`config.mk`:
```
export PLATFORM = sky130hd
export DESIGN_NAME = riscv_controller_flat
export DESIGN_NICKNAME = d
export VERILOG_FILES = /design/src/rtl/riscv_controller_if.sv /design/src/rtl/riscv_controller.sv /design/src/flat_wrapper.sv
export SDC_FILE = /design/constraint.sdc
export NUM_CORES = 1
export LEC_CHECK = 0
export ABC_AREA = 1
export CORE_MARGIN = 2
export CORE_UTILIZATION = 37
export CTS_CLUSTER_SIZE = 20
export DETAILED_ROUTE_END_ITERATION = 8
export GPL_TIMING_DRIVEN = 0
export PLACE_DENSITY_LB_ADDON = 0.1
export SYNTH_ARGS = -nofsm -noshare
export SYNTH_HDL_FRONTEND = slang
export SYNTH_SLANG_ARGS = --single-unit
```
`constraint.sdc`:
```
create_clock -name clk -period 2.2 [get_ports clk]
set_input_delay 0.44 -clock clk [delete_from_list [all_inputs] [get_ports clk]]
set_output_delay 0.44 -clock clk [all_outputs]
set_load 0.03 [all_outputs]
```
`src/rtl/riscv_controller_if.sv`:
```
// Control bundle between the multicycle RISC-V controller and its datapath.
// master: the controller (reads instruction fields and flags, drives the enables and selects).
// slave: the datapath side.
interface riscv_controller_if;
    logic [6:0] op;
    logic [2:0] funct3;
    logic       funct7b5;
    logic       zero;
    logic       PCWrite;
    logic       AdrSrc;
    logic       MemWrite;
    logic       IRWrite;
    logic       RegWrite;
    logic [1:0] ResultSrc;
    logic [1:0] ALUSrcA;
    logic [1:0] ALUSrcB;
    logic [2:0] ALUControl;
    logic [2:0] Imm_Src;

    modport master (
        input  op, funct3, funct7b5, zero,
        output PCWrite, AdrSrc, MemWrite, IRWrite, RegWrite,
               ResultSrc, ALUSrcA, ALUSrcB, ALUControl, Imm_Src
    );

    modport slave (
        output op, funct3, funct7b5, zero,
        input  PCWrite, AdrSrc, MemWrite, IRWrite, RegWrite,
               ResultSrc, ALUSrcA, ALUSrcB, ALUControl, Imm_Src
    );
endinterface

```
`src/rtl/riscv_controller.sv`:
```
// Multicycle RISC-V (RV32I subset) controller: Moore main FSM, ALU decoder
// and immediate-format decoder.
module riscv_controller (
    input  logic                clk,
    input  logic                rst_n,
    riscv_controller_if.master  bus
);

    typedef enum logic [3:0] {
        S_FETCH, S_DECODE, S_MEMADR, S_MEMREAD, S_MEMWB, S_MEMWRITE,
        S_EXECUTER, S_EXECUTEI, S_ALUWB, S_JAL, S_BEQ, S_LUI
    } state_t;

    state_t     r_state;
    state_t     w_next;

    logic       w_pcwrite;
    logic       w_adrsrc;
    logic       w_memwrite;
    logic       w_irwrite;
    logic       w_regwrite;
    logic [1:0] w_resultsrc;
    logic [1:0] w_alusrca;
    logic [1:0] w_alusrcb;
    logic [1:0] w_aluop;
    logic [2:0] w_alucontrol;
    logic [2:0] w_immsrc;

    // State register: reset parks the FSM in FETCH.
    always_ff @(posedge clk or negedge rst_n) begin
        if (!rst_n) r_state <= S_FETCH;
        else        r_state <= w_next;
    end

    // Next-state logic: DECODE dispatches on the opcode, unknown opcodes refetch.
    always_comb begin
        w_next = S_FETCH;
        case (r_state)
            S_FETCH:    w_next = S_DECODE;
            S_DECODE: begin
                case (bus.op)
                    7'b0000011, 7'b0100011: w_next = S_MEMADR;
                    7'b0110011:             w_next = S_EXECUTER;
                    7'b0010011:             w_next = S_EXECUTEI;
                    7'b1101111:             w_next = S_JAL;
                    7'b1100011:             w_next = S_BEQ;
                    7'b0110111:             w_next = S_LUI;
                    default:                w_next = S_FETCH;
                endcase
            end
            S_MEMADR:   w_next = bus.op[5] ? S_MEMWRITE : S_MEMREAD;
            S_MEMREAD:  w_next = S_MEMWB;
            S_EXECUTER: w_next = S_ALUWB;
            S_EXECUTEI: w_next = S_ALUWB;
            S_JAL:      w_next = S_ALUWB;
            default:    w_next = S_FETCH;
        endcase
    end

    // Moore outputs per state; anything not set in a state stays 0.
    always_comb begin
        w_pcwrite   = 1'b0;
        w_adrsrc    = 1'b0;
        w_memwrite  = 1'b0;
        w_irwrite   = 1'b0;
        w_regwrite  = 1'b0;
        w_resultsrc = 2'b00;
        w_alusrca   = 2'b00;
        w_alusrcb   = 2'b00;
        w_aluop     = 2'b00;
        case (r_state)
            S_FETCH: begin
                w_irwrite   = 1'b1;
                w_pcwrite   = 1'b1;
                w_alusrcb   = 2'b10;
                w_resultsrc = 2'b10;
            end
            S_DECODE: begin
                w_alusrca = 2'b01;
                w_alusrcb = 2'b01;
            end
            S_MEMADR: begin
                w_alusrca = 2'b10;
                w_alusrcb = 2'b01;
            end
            S_MEMREAD:  w_adrsrc = 1'b1;
            S_MEMWB: begin
                w_resultsrc = 2'b01;
                w_regwrite  = 1'b1;
            end
            S_MEMWRITE: begin
                w_adrsrc   = 1'b1;
                w_memwrite = 1'b1;
            end
            S_EXECUTER: begin
                w_alusrca = 2'b10;
                w_aluop   = 2'b10;
            end
            S_EXECUTEI: begin
                w_alusrca = 2'b10;
                w_alusrcb = 2'b01;
                w_aluop   = 2'b10;
            end
            S_ALUWB:    w_regwrite = 1'b1;
            S_JAL: begin
                w_alusrca = 2'b01;
                w_alusrcb = 2'b10;
                w_pcwrite = 1'b1;
            end
            S_BEQ: begin
                w_alusrca = 2'b10;
                w_aluop   = 2'b01;
                // funct3[0] turns beq into bne
                w_pcwrite = bus.zero ^ bus.funct3[0];
            end
            S_LUI: begin
                w_resultsrc = 2'b11;
                w_regwrite  = 1'b1;
            end
            default: ;
        endcase
    end

    // ALU decoder: R-type with funct7b5 selects sub, I-type never does.
    always_comb begin
        w_alucontrol = 3'b000;
        case (w_aluop)
            2'b01: w_alucontrol = 3'b001;
            2'b10: begin
                case (bus.funct3)
                    3'b000:  w_alucontrol = (bus.op[5] & bus.funct7b5) ? 3'b001 : 3'b000;
                    3'b010:  w_alucontrol = 3'b101;
                    3'b100:  w_alucontrol = 3'b100;
                    3'b110:  w_alucontrol = 3'b011;
                    3'b111:  w_alucontrol = 3'b010;
                    default: w_alucontrol = 3'b000;
                endcase
            end
            default: w_alucontrol = 3'b000;
        endcase
    end

    // Immediate format follows the opcode in every state.
    always_comb begin
        case (bus.op)
            7'b0100011: w_immsrc = 3'b001;
            7'b1100011: w_immsrc = 3'b010;
            7'b0110111: w_immsrc = 3'b011;
            7'b1101111: w_immsrc = 3'b100;
            default:    w_immsrc = 3'b000;
        endcase
    end

    // Write enables are gated by rst_n so an asserted reset kills them before the next edge.
    assign bus.PCWrite    = w_pcwrite  & rst_n;
    assign bus.IRWrite    = w_irwrite  & rst_n;
    assign bus.MemWrite   = w_memwrite & rst_n;
    assign bus.RegWrite   = w_regwrite & rst_n;
    assign bus.AdrSrc     = w_adrsrc;
    assign bus.ResultSrc  = w_resultsrc;
    assign bus.ALUSrcA    = w_alusrca;
    assign bus.ALUSrcB    = w_alusrcb;
    assign bus.ALUControl = w_alucontrol;
    assign bus.Imm_Src    = w_immsrc;

endmodule

```
`src/flat_wrapper.sv`:
```
// flat-port wrapper written by rule: the top's interface ports become plain ports
module riscv_controller_flat 
  (clk, rst_n, bus_op, bus_funct3, bus_funct7b5, bus_zero, bus_PCWrite, bus_AdrSrc, bus_MemWrite, bus_IRWrite, bus_RegWrite, bus_ResultSrc, bus_ALUSrcA, bus_ALUSrcB, bus_ALUControl, bus_Imm_Src);
  riscv_controller_if bus_i ();
  input  logic clk;
  input  logic rst_n;
  input wire logic [$bits(bus_i.op)-1:0] bus_op;
  input wire logic [$bits(bus_i.funct3)-1:0] bus_funct3;
  input wire logic [$bits(bus_i.funct7b5)-1:0] bus_funct7b5;
  input wire logic [$bits(bus_i.zero)-1:0] bus_zero;
  output wire logic [$bits(bus_i.PCWrite)-1:0] bus_PCWrite;
  output wire logic [$bits(bus_i.AdrSrc)-1:0] bus_AdrSrc;
  output wire logic [$bits(bus_i.MemWrite)-1:0] bus_MemWrite;
  output wire logic [$bits(bus_i.IRWrite)-1:0] bus_IRWrite;
  output wire logic [$bits(bus_i.RegWrite)-1:0] bus_RegWrite;
  output wire logic [$bits(bus_i.ResultSrc)-1:0] bus_ResultSrc;
  output wire logic [$bits(bus_i.ALUSrcA)-1:0] bus_ALUSrcA;
  output wire logic [$bits(bus_i.ALUSrcB)-1:0] bus_ALUSrcB;
  output wire logic [$bits(bus_i.ALUControl)-1:0] bus_ALUControl;
  output wire logic [$bits(bus_i.Imm_Src)-1:0] bus_Imm_Src;
  assign bus_i.op = bus_op;
  assign bus_i.funct3 = bus_funct3;
  assign bus_i.funct7b5 = bus_funct7b5;
  assign bus_i.zero = bus_zero;
  assign bus_PCWrite = bus_i.PCWrite;
  assign bus_AdrSrc = bus_i.AdrSrc;
  assign bus_MemWrite = bus_i.MemWrite;
  assign bus_IRWrite = bus_i.IRWrite;
  assign bus_RegWrite = bus_i.RegWrite;
  assign bus_ResultSrc = bus_i.ResultSrc;
  assign bus_ALUSrcA = bus_i.ALUSrcA;
  assign bus_ALUSrcB = bus_i.ALUSrcB;
  assign bus_ALUControl = bus_i.ALUControl;
  assign bus_Imm_Src = bus_i.Imm_Src;
  riscv_controller u_core (.clk(clk), .rst_n(rst_n), .bus(bus_i));
endmodule
```
After elaboration in Yosys (flattened, before gate mapping)
Cells that the tools add are included.
{"block": "totals", "register_bits": 4, "out_inout_bits": 17, "inputBits": 14, "wordCells": 58}
{"block": "classes", "mux": 16, "bitwise_logic": 6, "reduce_logical": 11, "eq_ne": 24}
{"op": "$pmux 4 s6", "count": 1}
{"op": "$eq 7x6->1 const B", "count": 3}
{"op": "$pmux 4 s5", "count": 1}
{"op": "$eq 4x3->1 const B", "count": 4}
{"op": "$eq 4x4->1 const B", "count": 4}
{"op": "$pmux 3 s5", "count": 1}
{"op": "$eq 7x7->1 const B", "count": 2}
{"op": "$pmux 2 s2", "count": 3}
{"op": "$pmux 3 s4", "count": 1}
{"op": "$reduce_or 2->1", "count": 5}
{"op": "$eq 3x3->1 const B", "count": 3}
{"op": "$reduce_or 3->1", "count": 3}
{"op": "$eq 4x2->1 const B", "count": 2}
{"op": "$eq 7x2->1 const B", "count": 1}
{"op": "$eq 7x5->1 const B", "count": 1}
{"op": "$pmux 2 s3", "count": 1}
{"op": "$pmux 3 s2", "count": 1}
{"op": "$and 1x1->1", "count": 5}
{"op": "$mux 1", "count": 5}
{"op": "$eq 4x1->1 const B", "count": 1}
{"op": "$logic_not 4->1", "count": 1}
{"op": "$reduce_or 4->1", "count": 1}
{"op": "$eq 3x2->1 const B", "count": 1}
{"op": "$logic_not 3->1", "count": 1}
{"op": "5 further kinds", "count": 5}

Depth between registers and ports, before layout
{"block": "depth", "word_depth": 5, "ltp_mapped": 9, "mapped_depth_nobuf": 9}

Worst setup path before layout
No wires, ideal clock.
{"block": "synth_path", "path_kind": "register to output", "from": "reg u_core.r_state[2]", "to": "out bus_ALUControl[1]", "stages_incl_launch_ff": 5, "path_slack_ns": 0.093, "t_required_ns": 1.760, "path_buffers": 0, "t_arrival_ns": 1.667, "path_cell_list": "dfrtp_1 nor2_1 nand2_1 ha_1 nor3_1"}
{"block": "synth_between", "elab_chain_len": 5, "elab_cells_between_ends": 8, "cone_classes": "eq/ne: 5; mux: 2; reduce/logical: 1"}
{"element": "start, declared", "line_no": "riscv_controller.sv:14", "text": "state_t r_state;"}
{"element": "start signal, assigned", "line_no": "riscv_controller.sv:32", "text": "else r_state <= w_next;"}
{"element": "$eq 4x3->1", "line_no": "riscv_controller.sv:71", "text": "case (r_state)"}
{"element": "$reduce_or 2->1 (no line)"}
{"element": "$pmux 2 s2 (*)", "line_no": "riscv_controller.sv:71"}
{"element": "$eq 2x2->1 / $eq 2x1->1 (equally long branches)", "line_no": "riscv_controller.sv:127", "text": "case (w_aluop)"}
{"element": "$pmux 3 s2 (*)", "line_no": "riscv_controller.sv:127"}
{"element": "end, declared", "line_no": "flat_wrapper.sv:19", "text": "output wire logic [$bits(bus_i.ALUControl)-1:0] bus_ALUControl;"}
Mark *: on every way between the ends. The rest lies on a longest branch, timed or not.

Worst setup path in the final report
{"block": "layout_path", "from": "reg u_core.r_state[2]", "to": "out bus_ALUControl[2]"}
Same word-level chain as after synthesis.

==> impl_metrics.toml <==
[outcome]
status = "finished clean"

[setup_path]
required_ns = 1.76
startpoint_type = "flip-flop"
cp-end-kind = "output pin"
crit_family = "simple AND/OR/NAND/NOR gates"
cp_cell_sequence = "inv_2, nor2_4, inv_2, nor2_4, ha_4, nor3_4, nand2_1, nor2_1, buf_4"
critPathLaunch = "u_core.r_state[2]$_DFF_PN0_"
crit_fanout = 3
critical_path_class = "reg2out"
slowest_stage = "dfrtp_1"
worst_ep_arrival_time_ns = 1.71
reg2reg_from = "u_core.r_state[3]$_DFF_PN0_"
cp_slowest_stage_delay_ns = 0.38
crit_buf_inv = 3

[route]
drt_pre_antenna_iters = 2
vias = 705
ant_nets = 0
wire_per_inst_um = 9.14
drc = 0
dr.first_iter.drc_count = 9
routed_wl_um = 1400
vias_per_cell = 4.61

[layout]
areaGrowthSynthToFinish_pct = 68.8
drive_above_1_share = 0.261
final_cells = 153
layout.cells.most_common = "nand2_1"
largest_reg_flops = 4
finish.instance_area_sq_um = 927
n_antenna_cell = 0
most-common-layout-cells = "nand2_1, nor2_1, inv_1"
top_register = "u_core.r_state"
top_regs = "u_core.r_state: 4 flops"
layout.nets = 156

[clock_network]
clkTransAtPathRegs_ns = 0.04
cts_made_buffers = 3
htreeDepth = 1
cts_tree = "done"
clock_latency_ns = 0.23
cts.sinks = 4
cts_buffer_depth = 2
root_buffer = "clkbuf_4"
cts_hold_buf = 0

[sta]
rsz0062_at_grt = "yes"
slew_viol_final = 0
hold_viol_final = 0
relSlewSlack = 0.789
fmax_mhz = 464
period_minus_slack_ns = 2.15
fin_crit_sh = 0.979
setup_viol = 0
whs_ns = 0.448
tightestPinTransition_ns = 0.316
finalSetupTns_ns = 0
finalClockSkew_ns = 0.00303

[synthesis]
syn_area_per_cell_sq_um = 5.39
seq_area_frac_synth = 0.182
synth_cells = 102
ys_warn_count = 0
synth_nets = 118
synth-seq-cells = 4
synth.distinct_cells = 17
netlist_area_sq_um = 549

[global_routing]
grt_overflow = 0
antenna_found_initial = 0
track_usage = 0.158
grt_max_degree = 7
grt_pass1_vias = 615
grt_pass1_wl_um = 2290

[pwr]
leakagePower_nw = 0.526
internal-power_w = 0.000300
p_sw_frac = 0.516
combinationalPowerShare = 0.677
pwr_density_cell_nw_per_um2 = 668
p_clk_frac = 0.140
vdd_ir_drop_max_uv = 513
p_sw_w = 0.000319
p_seq_frac = 0.183

[die]
dieArea_sq_um = 1810
start_util = 0.407
fp.dieW_um = 42.5
boundaryPins = 31
rows = 13
chipHeight_um = 42.5
core_area_sq_um = 1350

[placed_design]
numPortBuffers = 30
dpl_cell_area_sq_um = 868
gp_congestion = 0.784
place_hpwl_um = 1120
place_inst = 147

[hold_path]
hold_path_class = "in2async"

[job]
max-cap-violations = 0
==> area by class of cell <==
type	instances	area, sq um
clock buffer	3	22.5
multi-input combinational	76	413
inverter	22	82.6
fill	133	423
timing repair buffer	33	289
sequential	4	101
tap	15	18.8
==> per-layer routing <==
layer | routed length, um | vias up | track usage
li1 | - | 383 | -
met1 | 598 | 306 | 0.171
met2 | 728 | 16 | 0.317
met3 | 72 | 0 | 0.0172
met4 | 0 | 0 | 0.0375
met5 | 0 | - | 0
==> cells in the mapped netlist <==
cell type  instances  area, sq um
nand4_1            1         6.26
xnor2_1            1         8.76
o21ai_2            2         17.5
nand3_1            7         35.0
nor2_1            24         90.1
o21ai_0            5         25.0
inv_1             18         67.6
nand2_1           24         90.1
ha_1               2         25.0
inv_2              4         15.0
dfrtp_1            4          100
o21ai_1            1         5.00
nor3_1             3         15.0
nor2_4             2         22.5
nor2_2             2         12.5
nand2_2            1         6.26
nor3b_1            1         7.51
==> what timing repair did <==
item	4_1_cts	5_1_grt
resized for setup	39	22
setup endpoints to repair	14	10
pin swaps	0	6
buffers inserted	1	2
==> worst reg2reg max path: stages, from the launching register on <==
cell and delay [ns]:
dfrtp_1 0.41, inv_1 0.10, nand2_1 0.15, nor2_1 0.20
nand2_1 0.08, nand2_1 0.07
==> path summary, 6_finish.rpt <==
| path | end | slack, ns | cells past startpoint |
|---|---|---|---|
| setup / recovery | bus_ALUControl[2] | 0.05 | 9 |
| hold / removal | u_core.r_state[3]$_DFF_PN0_ | 0.45 | 1 |
| setup reg to reg | u_core.r_state[1]$_DFF_PN0_ | 1.12 | 5 |
| hold reg to reg | u_core.r_state[0]$_DFF_PN0_ | 0.62 | 3 |
| max in group asynchronous | u_core.r_state[0]$_DFF_PN0_ | 1.52 | 1 |
| min in group clk | u_core.r_state[0]$_DFF_PN0_ | 0.62 | 3 |
==> power groups by stage <==
| stage | clock network, W | logic, W | registers [W] |
|---|---|---|---|
| floorplan | 0 | 0.000282 | 0.000105 |
| global placement | 0 | 0.000444 | 0.000110 |
| detailed placement | 0 | 0.000445 | 0.000111 |
| CTS | 0.0000896 | 0.000414 | 0.000112 |
| global route | 0.0000984 | 0.000457 | 0.000115 |
| finish | 0.0000869 | 0.000419 | 0.000113 |
==> cells by family (layout without fill, tap and decap cells) <==
kind of cell / Yosys count / in the layout / share of synthesized area
adders and majority gates: 2 / 2 / 0.0456
and+or+nand+nor: 65 / 65 / 0.519
xor gates and xnor gates: 1 / 1 / 0.0159
AOI/OAI and AO/OA: 8 / 8 / 0.0866
buffers and inverters: 22 / 58 / 0.150
DFF: 4 / 4 / 0.182
==> metrics by stage <==
stage               total power, W  utilization  worst slack (ns)
floorplan                 0.000387            -            0.0927
global placement          0.000554        0.643            -0.376
detailed placement        0.000556        0.643            -0.387
CTS                       0.000616        0.671          -0.00407
global route              0.000670        0.687           -0.0376
finish                    0.000619        0.687            0.0463
Power figures use the tool's default switching activity.
